**src/rtl/address_to_index.sv**
```systemverilog
//==============================================================================
// Module      : address_to_index
// Description : Sequential inverse of the coprocessor index-to-address map.
//               Decodes a memory address into the matrix it belongs to
//               (A, B or output), the block row/column and the element offset
//               inside the k*k block. The block row/column split uses iterative
//               subtraction rather than a divider.
// Ports       : i_Clk, i_Reset_n      clock (rising edge), async active-low reset
//               i_Config [31:0]       [23:16]=mu, [15:8]=gamma, [7:0]=lambda
//               i_Start, i_Address    request, sampled only when idle
//               o_Busy                high from the cycle after acceptance until DONE exits
//               o_Done                one-cycle pulse, results valid
//               o_Type                001=A, 010=B, 100=output, 000=invalid
//               o_Row_Index, o_Column_Index, o_Element   decoded position
// Revision    : 1.0 - initial release
//==============================================================================
`default_nettype none

module address_to_index #(
    parameter int INDEX_WIDTH     = 8,
    parameter int K               = 2,
    parameter int LOG_MEMORY_SIZE = 10,
    parameter int OUTPUT_START    = 700,
    localparam int KK_LOG         = $clog2(K * K),
    localparam int EW             = (KK_LOG < 1) ? 1 : KK_LOG
) (
    input  wire logic                       i_Clk,
    input  wire logic                       i_Reset_n,
    input  wire logic [31:0]                i_Config,
    input  wire logic                       i_Start,
    input  wire logic [LOG_MEMORY_SIZE-1:0] i_Address,
    output logic                            o_Busy,
    output logic                            o_Done,
    output logic [2:0]                      o_Type,
    output logic [INDEX_WIDTH-1:0]          o_Row_Index,
    output logic [INDEX_WIDTH-1:0]          o_Column_Index,
    output logic [EW-1:0]                   o_Element
);

    localparam int c_KK = K * K;
    // Wide enough for the largest region product (8b * 8b * KK) and for the
    // end-of-region sums, so nothing wraps.
    localparam int c_PW = 16 + KK_LOG;
    localparam int CW   = ((LOG_MEMORY_SIZE > c_PW) ? LOG_MEMORY_SIZE : c_PW) + 2;

    typedef enum logic [1:0] {
        ST_IDLE     = 2'd0,
        ST_CLASSIFY = 2'd1,
        ST_DIVIDE   = 2'd2,
        ST_DONE     = 2'd3
    } state_t;

    state_t                     r_state;
    logic [LOG_MEMORY_SIZE-1:0] r_addr;
    logic [23:0]                r_config;
    logic [LOG_MEMORY_SIZE-1:0] r_rem;
    logic [7:0]                 r_width;
    logic [INDEX_WIDTH-1:0]     r_row_cnt;
    logic [2:0]                 r_type_work;
    logic [EW-1:0]              r_elem_work;
    logic                       r_busy;
    logic                       r_done;
    logic [2:0]                 r_type;
    logic [INDEX_WIDTH-1:0]     r_row;
    logic [INDEX_WIDTH-1:0]     r_col;
    logic [EW-1:0]              r_elem;

    logic [CW-1:0]              w_mu, w_gamma, w_lambda;
    logic [CW-1:0]              w_size_a, w_size_b, w_size_o;
    logic [CW-1:0]              w_base_b, w_addr, w_base, w_off;
    logic                       w_hit_a, w_hit_b, w_hit_o;
    logic                       w_valid;
    logic [2:0]                 w_type;
    logic [7:0]                 w_width;
    logic [EW-1:0]              w_elem;
    logic [LOG_MEMORY_SIZE-1:0] w_rem;
    logic                       w_unused_cfg;

    assign w_unused_cfg = ^i_Config[31:24];

    // Region classification from the captured request. Empty regions can
    // never hit because [base, base+0) contains no address.
    always_comb begin
        w_mu     = CW'(r_config[23:16]);
        w_gamma  = CW'(r_config[15:8]);
        w_lambda = CW'(r_config[7:0]);
        w_size_a = (w_lambda * w_mu) << KK_LOG;
        w_size_b = (w_mu * w_gamma) << KK_LOG;
        w_size_o = (w_lambda * w_gamma) << KK_LOG;
        w_base_b = CW'(2) + w_size_a;
        w_addr   = CW'(r_addr);

        w_hit_o = (w_addr >= CW'(OUTPUT_START)) && (w_addr < CW'(OUTPUT_START) + w_size_o);
        w_hit_a = (w_addr >= CW'(2)) && (w_addr < w_base_b);
        w_hit_b = (w_addr >= w_base_b) && (w_addr < w_base_b + w_size_b);

        w_valid = 1'b0;
        w_type  = 3'b000;
        w_base  = '0;
        w_width = 8'd0;
        if (w_hit_o) begin
            w_valid = 1'b1;
            w_type  = 3'b100;
            w_base  = CW'(OUTPUT_START);
            w_width = r_config[15:8];
        end else if (w_hit_a) begin
            w_valid = 1'b1;
            w_type  = 3'b001;
            w_base  = CW'(2);
            w_width = r_config[23:16];
        end else if (w_hit_b) begin
            w_valid = 1'b1;
            w_type  = 3'b010;
            w_base  = w_base_b;
            w_width = r_config[15:8];
        end

        // KK is a power of two: low bits are the element, the rest is the
        // linear block number that DIVIDE splits into row/column.
        w_off  = w_addr - w_base;
        w_elem = EW'(w_off & CW'(c_KK - 1));
        w_rem  = LOG_MEMORY_SIZE'(w_off >> KK_LOG);
    end

    always_ff @(posedge i_Clk or negedge i_Reset_n) begin
        if (!i_Reset_n) begin
            r_state     <= ST_IDLE;
            r_addr      <= '0;
            r_config    <= '0;
            r_rem       <= '0;
            r_width     <= '0;
            r_row_cnt   <= '0;
            r_type_work <= '0;
            r_elem_work <= '0;
            r_busy      <= 1'b0;
            r_done      <= 1'b0;
            r_type      <= '0;
            r_row       <= '0;
            r_col       <= '0;
            r_elem      <= '0;
        end else begin
            r_done <= 1'b0;
            case (r_state)
                ST_IDLE: begin
                    if (i_Start) begin
                        r_addr   <= i_Address;
                        r_config <= i_Config[23:0];
                        r_busy   <= 1'b1;
                        r_state  <= ST_CLASSIFY;
                    end
                end
                ST_CLASSIFY: begin
                    if (w_valid) begin
                        r_type_work <= w_type;
                        r_elem_work <= w_elem;
                        r_rem       <= w_rem;
                        r_width     <= w_width;
                        r_row_cnt   <= '0;
                        r_state     <= ST_DIVIDE;
                    end else begin
                        r_type  <= '0;
                        r_row   <= '0;
                        r_col   <= '0;
                        r_elem  <= '0;
                        r_done  <= 1'b1;
                        r_state <= ST_DONE;
                    end
                end
                ST_DIVIDE: begin
                    if (CW'(r_rem) >= CW'(r_width)) begin
                        r_rem     <= r_rem - LOG_MEMORY_SIZE'(r_width);
                        r_row_cnt <= r_row_cnt + INDEX_WIDTH'(1);
                    end else begin
                        // Visible outputs change only here, never mid-divide.
                        r_type  <= r_type_work;
                        r_row   <= r_row_cnt;
                        r_col   <= INDEX_WIDTH'(r_rem);
                        r_elem  <= r_elem_work;
                        r_done  <= 1'b1;
                        r_state <= ST_DONE;
                    end
                end
                ST_DONE: begin
                    r_busy  <= 1'b0;
                    r_state <= ST_IDLE;
                end
                default: r_state <= ST_IDLE;
            endcase
        end
    end

    assign o_Busy         = r_busy;
    assign o_Done         = r_done;
    assign o_Type         = r_type;
    assign o_Row_Index    = r_row;
    assign o_Column_Index = r_col;
    assign o_Element      = r_elem;

endmodule

`default_nettype wire

```
**config.mk**
```make
export PLATFORM = sky130hd
export DESIGN_NAME = address_to_index
export DESIGN_NICKNAME = d
export VERILOG_FILES = /design/src/rtl/address_to_index.sv
export SDC_FILE = /design/constraint.sdc
export NUM_CORES = 1
export LEC_CHECK = 0
export ABC_AREA = 1
export CAP_MARGIN = 20
export CORE_MARGIN = 2
export CORE_UTILIZATION = 60
export DETAILED_ROUTE_END_ITERATION = 16
export GPL_ROUTABILITY_DRIVEN = 0
export PLACE_DENSITY_LB_ADDON = 0.12
export SKIP_LAST_GASP = 1
export SYNTH_ARGS = -nofsm -noshare
export SYNTH_HDL_FRONTEND = slang
export SYNTH_SLANG_ARGS = --single-unit
```
**constraint.sdc**
```tcl
create_clock -name i_Clk -period 16.7 [get_ports i_Clk]
set_input_delay 3.34 -clock i_Clk [delete_from_list [all_inputs] [get_ports i_Clk]]
set_output_delay 3.34 -clock i_Clk [all_outputs]
set_load 0.01 [all_outputs]
```
==> flow_summary.toml, run 1 <==
[layout]
nets = 2253
final_layout_size_suffix_gt1_share_pct = 2.48
regArea_mm2 = 0.00225
utilization_pct = 65.5
num-fill-cells = 1997
multiInputGateArea_mm2 = 0.00914
antenna_cells = 0
syn_to_final_growth_pct = 7.83

[synth]
syn_area_per_cell_um2 = 6.89
synth_seq_cells = 90
yosys_warnings = 0
syn-cell-area_mm2 = 0.0132
yosysSeqAreaShare_pct = 17.0
synthFlopType = "dfrtp_1"
synthTopCellsByArea = "nand2_1 (18%), dfrtp_1 (17%), fa_1 (17%), ha_1 (16%), inv_1 (11%)"
syn-num-nets = 2245
synth_cells = 1919
yosysTopAreaCell = "nand2_1"
synth_commonest_cells = "nand2_1 (650), inv_1 (405), ha_1 (170), fa_1 (111), nand3_1 (111)"
ys_types = 43
synth_top_area_share_pct = 18.5
synth-edff-count = 0
yosysMostFrequentCell = "nand2_1"
async_reset_ff_share_pct = 100

[detailed_routing]
drt_iter0_markers = 761
routed_wl_um = 31600
drtAntennaViolNets = 0
firstDrtPassIters = 7
routed-via-count = 11694
wl_per_cell_um = 14.3
vias_per_cell = 5.29
drc = 0

[clock_tree]
cts_buffers = 9
clockBufferDepth = 2
insertion_delay_ns = 0.34
path_clk_slew_ns = 0.08
cts_num_sinks = 90
h-tree-depth = 3
cts_setup_buffers = 0
ctsResizeCount = 0
hold_buffers = 0
cts-root-buf = "clkbuf_16"
cts_tree = "built"

[worst_setup_path]
arrival_ns = 9.03
slowest_stage = "dfrtp_1"
worstPathRequired_ns = 16.93
startpoint = "r_config[23]"
cp-end-kind = "flop"
reg2reg_slack_ns = 7.90
reg2reg_to = "r_rem[8]"
crit_path_end = "r_rem[8]"
reg2regPathDepth = 44
cp-start-kind = "flop"
reg2reg_from = "r_config[23]"
cp.buffers_inverters = 7
crit_path_max_fanout = 18
path_delay_family = "adder cells"
critPathMaxStageDelay_ns = 0.85
path_depth = 44
cp_common_cell = "nand2_1"
worstSetupPathType = "flop to flop"

[global_routing]
grt_pass1_vias = 11537
grt_pass1_wl_um = 54500
grt_max_degree = 62
grt_antenna_before_repair = 0
grt_usage_pct = 28.4
overflow = 0

[sta]
fin_crit_ns = 8.80
slew_viol_final = 0
final-setup-viol-count = 0
hold_viol_final = 0
clock.fmax_mhz = 114
final.setup.tns_ns = 0
period_share_pct = 52.7
skew_ns = 0.0135
rsz0062_at_grt = "false"
relSlewSlack_pct = 39.0
worst_slew_pin_slew_ns = 0.915

[floorplanning]
die_h_um = 152
core_area_mm2 = 0.0218
die_x_um = 152
row_count = 54
io_pins = 68
dieArea_mm2 = 0.0232
start_util_pct = 60.8

[worst_hold_path]
hold_path.class = "flop to flop"

[run_status]
status = "finished, final reports clean"

[placement]
dp.final_hpwl_um = 24600
portBuffers = 59

[run]
drv_cap = 0
[how the worst min path moves through the flow]
stage,to,startpoint,cells after the start
global route,o_Element[0],o_Element[0],2
floorplan,r_rem[8],r_rem[8],2
global placement,o_Row_Index[7],o_Row_Index[7],2
detailed placement,o_Column_Index[5],o_Column_Index[5],2
finish,o_Column_Index[5],o_Column_Index[5],2
CTS,o_Column_Index[5],o_Column_Index[5],2
[cells in the final DEF, fill, tap and decap left out, types with 3 or more instances in the layout]
cell / Yosys / layout
nand2_1: 650 / 650
inv_1: 405 / 405
ha_1: 170 / 170
nand3_1: 111 / 111
fa_1: 111 / 111
dfrtp_1: 90 / 90
nor2_1: 74 / 74
clkdlybuf4s50_1: 0 / 58
a21oi_1: 55 / 55
o21ai_0: 43 / 43
nand4_1: 26 / 26
xor2_1: 23 / 23
xnor2_1: 23 / 23
nand2_2: 9 / 9
clkbuf_16: 0 / 9
buf_4: 4 / 9
nand3b_1: 6 / 6
o21bai_1: 5 / 5
nor3_1: 5 / 5
o21ai_1: 4 / 4
a21boi_0: 4 / 4
nor2_2: 3 / 3
a21o_1: 3 / 3
a31oi_1: 3 / 3
inv_8: 0 / 3
[per-layer routing]
metal,GRT usage [%],vias up,wire length (µm)
met5,0,-,0
met4,9.74,0,1130
met3,2.22,72,1410
met2,51.2,302,15600
met1,36.0,5498,13500
li1,-,5822,-
[tightest hold or removal path, cell delays in order, from the launching register on]
cell and delay (ns):
dfrtp_1 0.34, nand2_1 0.05, nand2_1 0.05
[cell families after synthesis]
| group | synth area share (%) |
|---|---|
| muxes | 0.151 |
| adders and majority gates | 32.9 |
| xor gates and xnor gates | 3.05 |
| buffers and inverters | 13.9 |
| AOI/OAI and AO/OA | 5.13 |
| and+or+nand+nor | 27.9 |
| DFF | 17.0 |
[flip-flops by register name, indices dropped and copies added, names as in the netlist, 2 cells and up]
name	cells
o_Element	2
r_state	2
r_type_work	3
o_Row_Index	8
r_width	8
r_addr	10
r_row_cnt	8
r_rem	10
o_Column_Index	8
o_Type	3
r_config	24
r_elem_work	2
[area by class of cell]
type | instances | area share (%)
multi-input cells | 1350 | 64.1
flip-flops and latches | 90 | 15.8
inverters | 407 | 10.7
repair buffers | 69 | 4.84
well taps | 280 | 2.46
clock buffers | 9 | 1.58
clock inverters | 7 | 0.535
[per-stage QoR]
step	area, µm²	instances	hold slack [ns]	worst slack, ns
2_1_floorplan	13200	1919	0.442	9.17
3_3_place_gp	13900	2194	0.453	8.15
3_5_place_dp	13900	2194	0.457	7.98
4_1_cts	14200	2210	0.475	7.95
5_1_grt	14300	2212	0.494	7.05
6_report	14300	2212	0.469	7.90
Power of run 1 is not shown: default switching activity piles up to over one toggle a cycle in this logic, so the estimate is an artifact.
==> run 2: changes to the inputs <==
==> constraint.sdc (replaced) <==
create_clock -name i_Clk -period 8.7 [get_ports i_Clk]
set_input_delay 1.74 -clock i_Clk [delete_from_list [all_inputs] [get_ports i_Clk]]
set_output_delay 1.74 -clock i_Clk [all_outputs]
set_load 0.01 [all_outputs]
==> flow_summary.toml, run 2 (synthesis results as in run 1) <==
[worst_setup_path]
cp.buffers_inverters = 8
slowest_stage = "fa_1"
reg2regPathDepth = 45
path_depth = 45
cp_common_cell = "nand2_1"
reg2reg_slack_ns = 0.72
critPathMaxStageDelay_ns = 0.55
worstPathRequired_ns = 8.95
worstSetupPathType = "flop to flop"
crit_path_max_fanout = 8
crit_path_end = "r_rem[9]"
cp-start-kind = "flop"
arrival_ns = 8.23
path_delay_family = "adder cells"
reg2reg_to = "r_rem[9]"
cp-end-kind = "flop"
reg2reg_from = "r_config[2]"
startpoint = "r_config[2]"

[clock_tree]
h-tree-depth = 3
cts_num_sinks = 90
clockBufferDepth = 2
cts_tree = "built"
hold_buffers = 0
cts_buffers = 9
path_clk_slew_ns = 0.08
cts-root-buf = "clkbuf_16"
insertion_delay_ns = 0.36

[detailed_routing]
drt_iter0_markers = 771
routed_wl_um = 32300
routed-via-count = 11886
drc = 0
wl_per_cell_um = 14.4
vias_per_cell = 5.28
firstDrtPassIters = 5
drtAntennaViolNets = 0

[sta]
fin_crit_ns = 7.98
period_share_pct = 91.8
worst_slew_pin_slew_ns = 0.855
final-setup-viol-count = 0
final.setup.tns_ns = 0
rsz0062_at_grt = "false"
hold_slack_ns = 0.472
slew_viol_final = 0
hold_viol_final = 0
clock.fmax_mhz = 125
skew_ns = 0.0178
relSlewSlack_pct = 43.0

[placement]
dp.final_hpwl_um = 26000
portBuffers = 59
dpl-instance-area_mm2 = 0.0141

[floorplanning]
die_h_um = 152
dieArea_mm2 = 0.0232
start_util_pct = 60.8
die_x_um = 152
core_area_mm2 = 0.0218
io_pins = 68
row_count = 54

[global_routing]
grt_max_degree = 47
overflow = 0
grt_antenna_before_repair = 0
grt_pass1_wl_um = 55300
grt_usage_pct = 28.7
grt_pass1_vias = 11502

[layout]
regArea_mm2 = 0.00226
reg.largest.list = "r_config (24), r_addr (10), r_rem (10)"
nets = 2291
final_common_cell = "nand2_1"
final_layout_size_suffix_gt1_share_pct = 4.92
syn_to_final_growth_pct = 10.2
num-fill-cells = 1888
final_cell_mix = "nand2_1 (649), inv_1 (405), ha_1 (170), nand3_1 (111), fa_1 (111)"
largest_register_ffs = 24
regMostFlops = "r_config"
multiInputGateArea_mm2 = 0.00915
final_design_area_no_fill_mm2 = 0.0146
antenna_cells = 0

[worst_hold_path]
hold_path.class = "flop to flop"

[run_status]
status = "finished, final reports clean"

[run]
drv_cap = 0
-- run 2: cell count changes in the layout (fill, tap and decap cells not counted), sizes merged --
cell | before | now
bufinv | 0 | 1
buf | 11 | 49
clkinv | 2 | 1
-- run 2: final cells by class --
cell class,count,area share (%)
timing repair buffer,107,6.69
clock buffer,9,1.54
multi-input combinational,1350,62.7
sequential,90,15.5
tap,280,2.40
clock inverter,7,0.618
inverter,407,10.5
-- run 2: worst reg2reg max path: cells and delay by family (launching register included) --
family                     cells  cell delay [ns]
AOI/OAI and AO/OA             10             1.49
adders and majority gates      8             3.44
buffers and inverters          8             0.64
DFF                            1             0.50
and+or+nand+nor               18             1.62
xor gates and xnor gates       1             0.19
-- run 2: how the worst min path moves through the flow --
stage,startpoint,end,slack (ns),depth (start not counted)
final,o_Row_Index[6],o_Row_Index[6],0.47,2
after global routing,r_rem[8],r_rem[8],0.50,2
after CTS,o_Row_Index[3],o_Row_Index[3],0.48,2
after detailed placement,o_Row_Index[3],o_Row_Index[3],0.46,2
after global placement,o_Row_Index[5],o_Row_Index[5],0.45,2
after floorplan,r_rem[8],r_rem[8],0.44,2
-- run 2: routing by layer --
metal | global-route usage (%) | vias up | wire length (µm)
met1 | 36.4 | 5573 | 13500
met4 | 10.4 | 0 | 1180
met3 | 1.99 | 69 | 1500
met2 | 51.7 | 339 | 16100
li1 | - | 5905 | -
met5 | 0 | - | 0
-- run 2: timing repair --
action                                  in CTS  in global routing
endpoints found under the setup margin       0                  5
setup buffers                                0                 15
resized for setup                            0                 13
-- run 2: per-stage QoR --
stage	worst slack [ns]	instances	utilization, %
6_report	0.716	2250	67.0
5_1_grt	0.0104	2250	67.0
4_1_cts	0.492	2234	66.3
3_5_place_dp	0.519	2218	64.9
3_3_place_gp	0.640	2217	64.8
2_1_floorplan	1.17	1919	-
Power of run 2 is left out for the same reason.
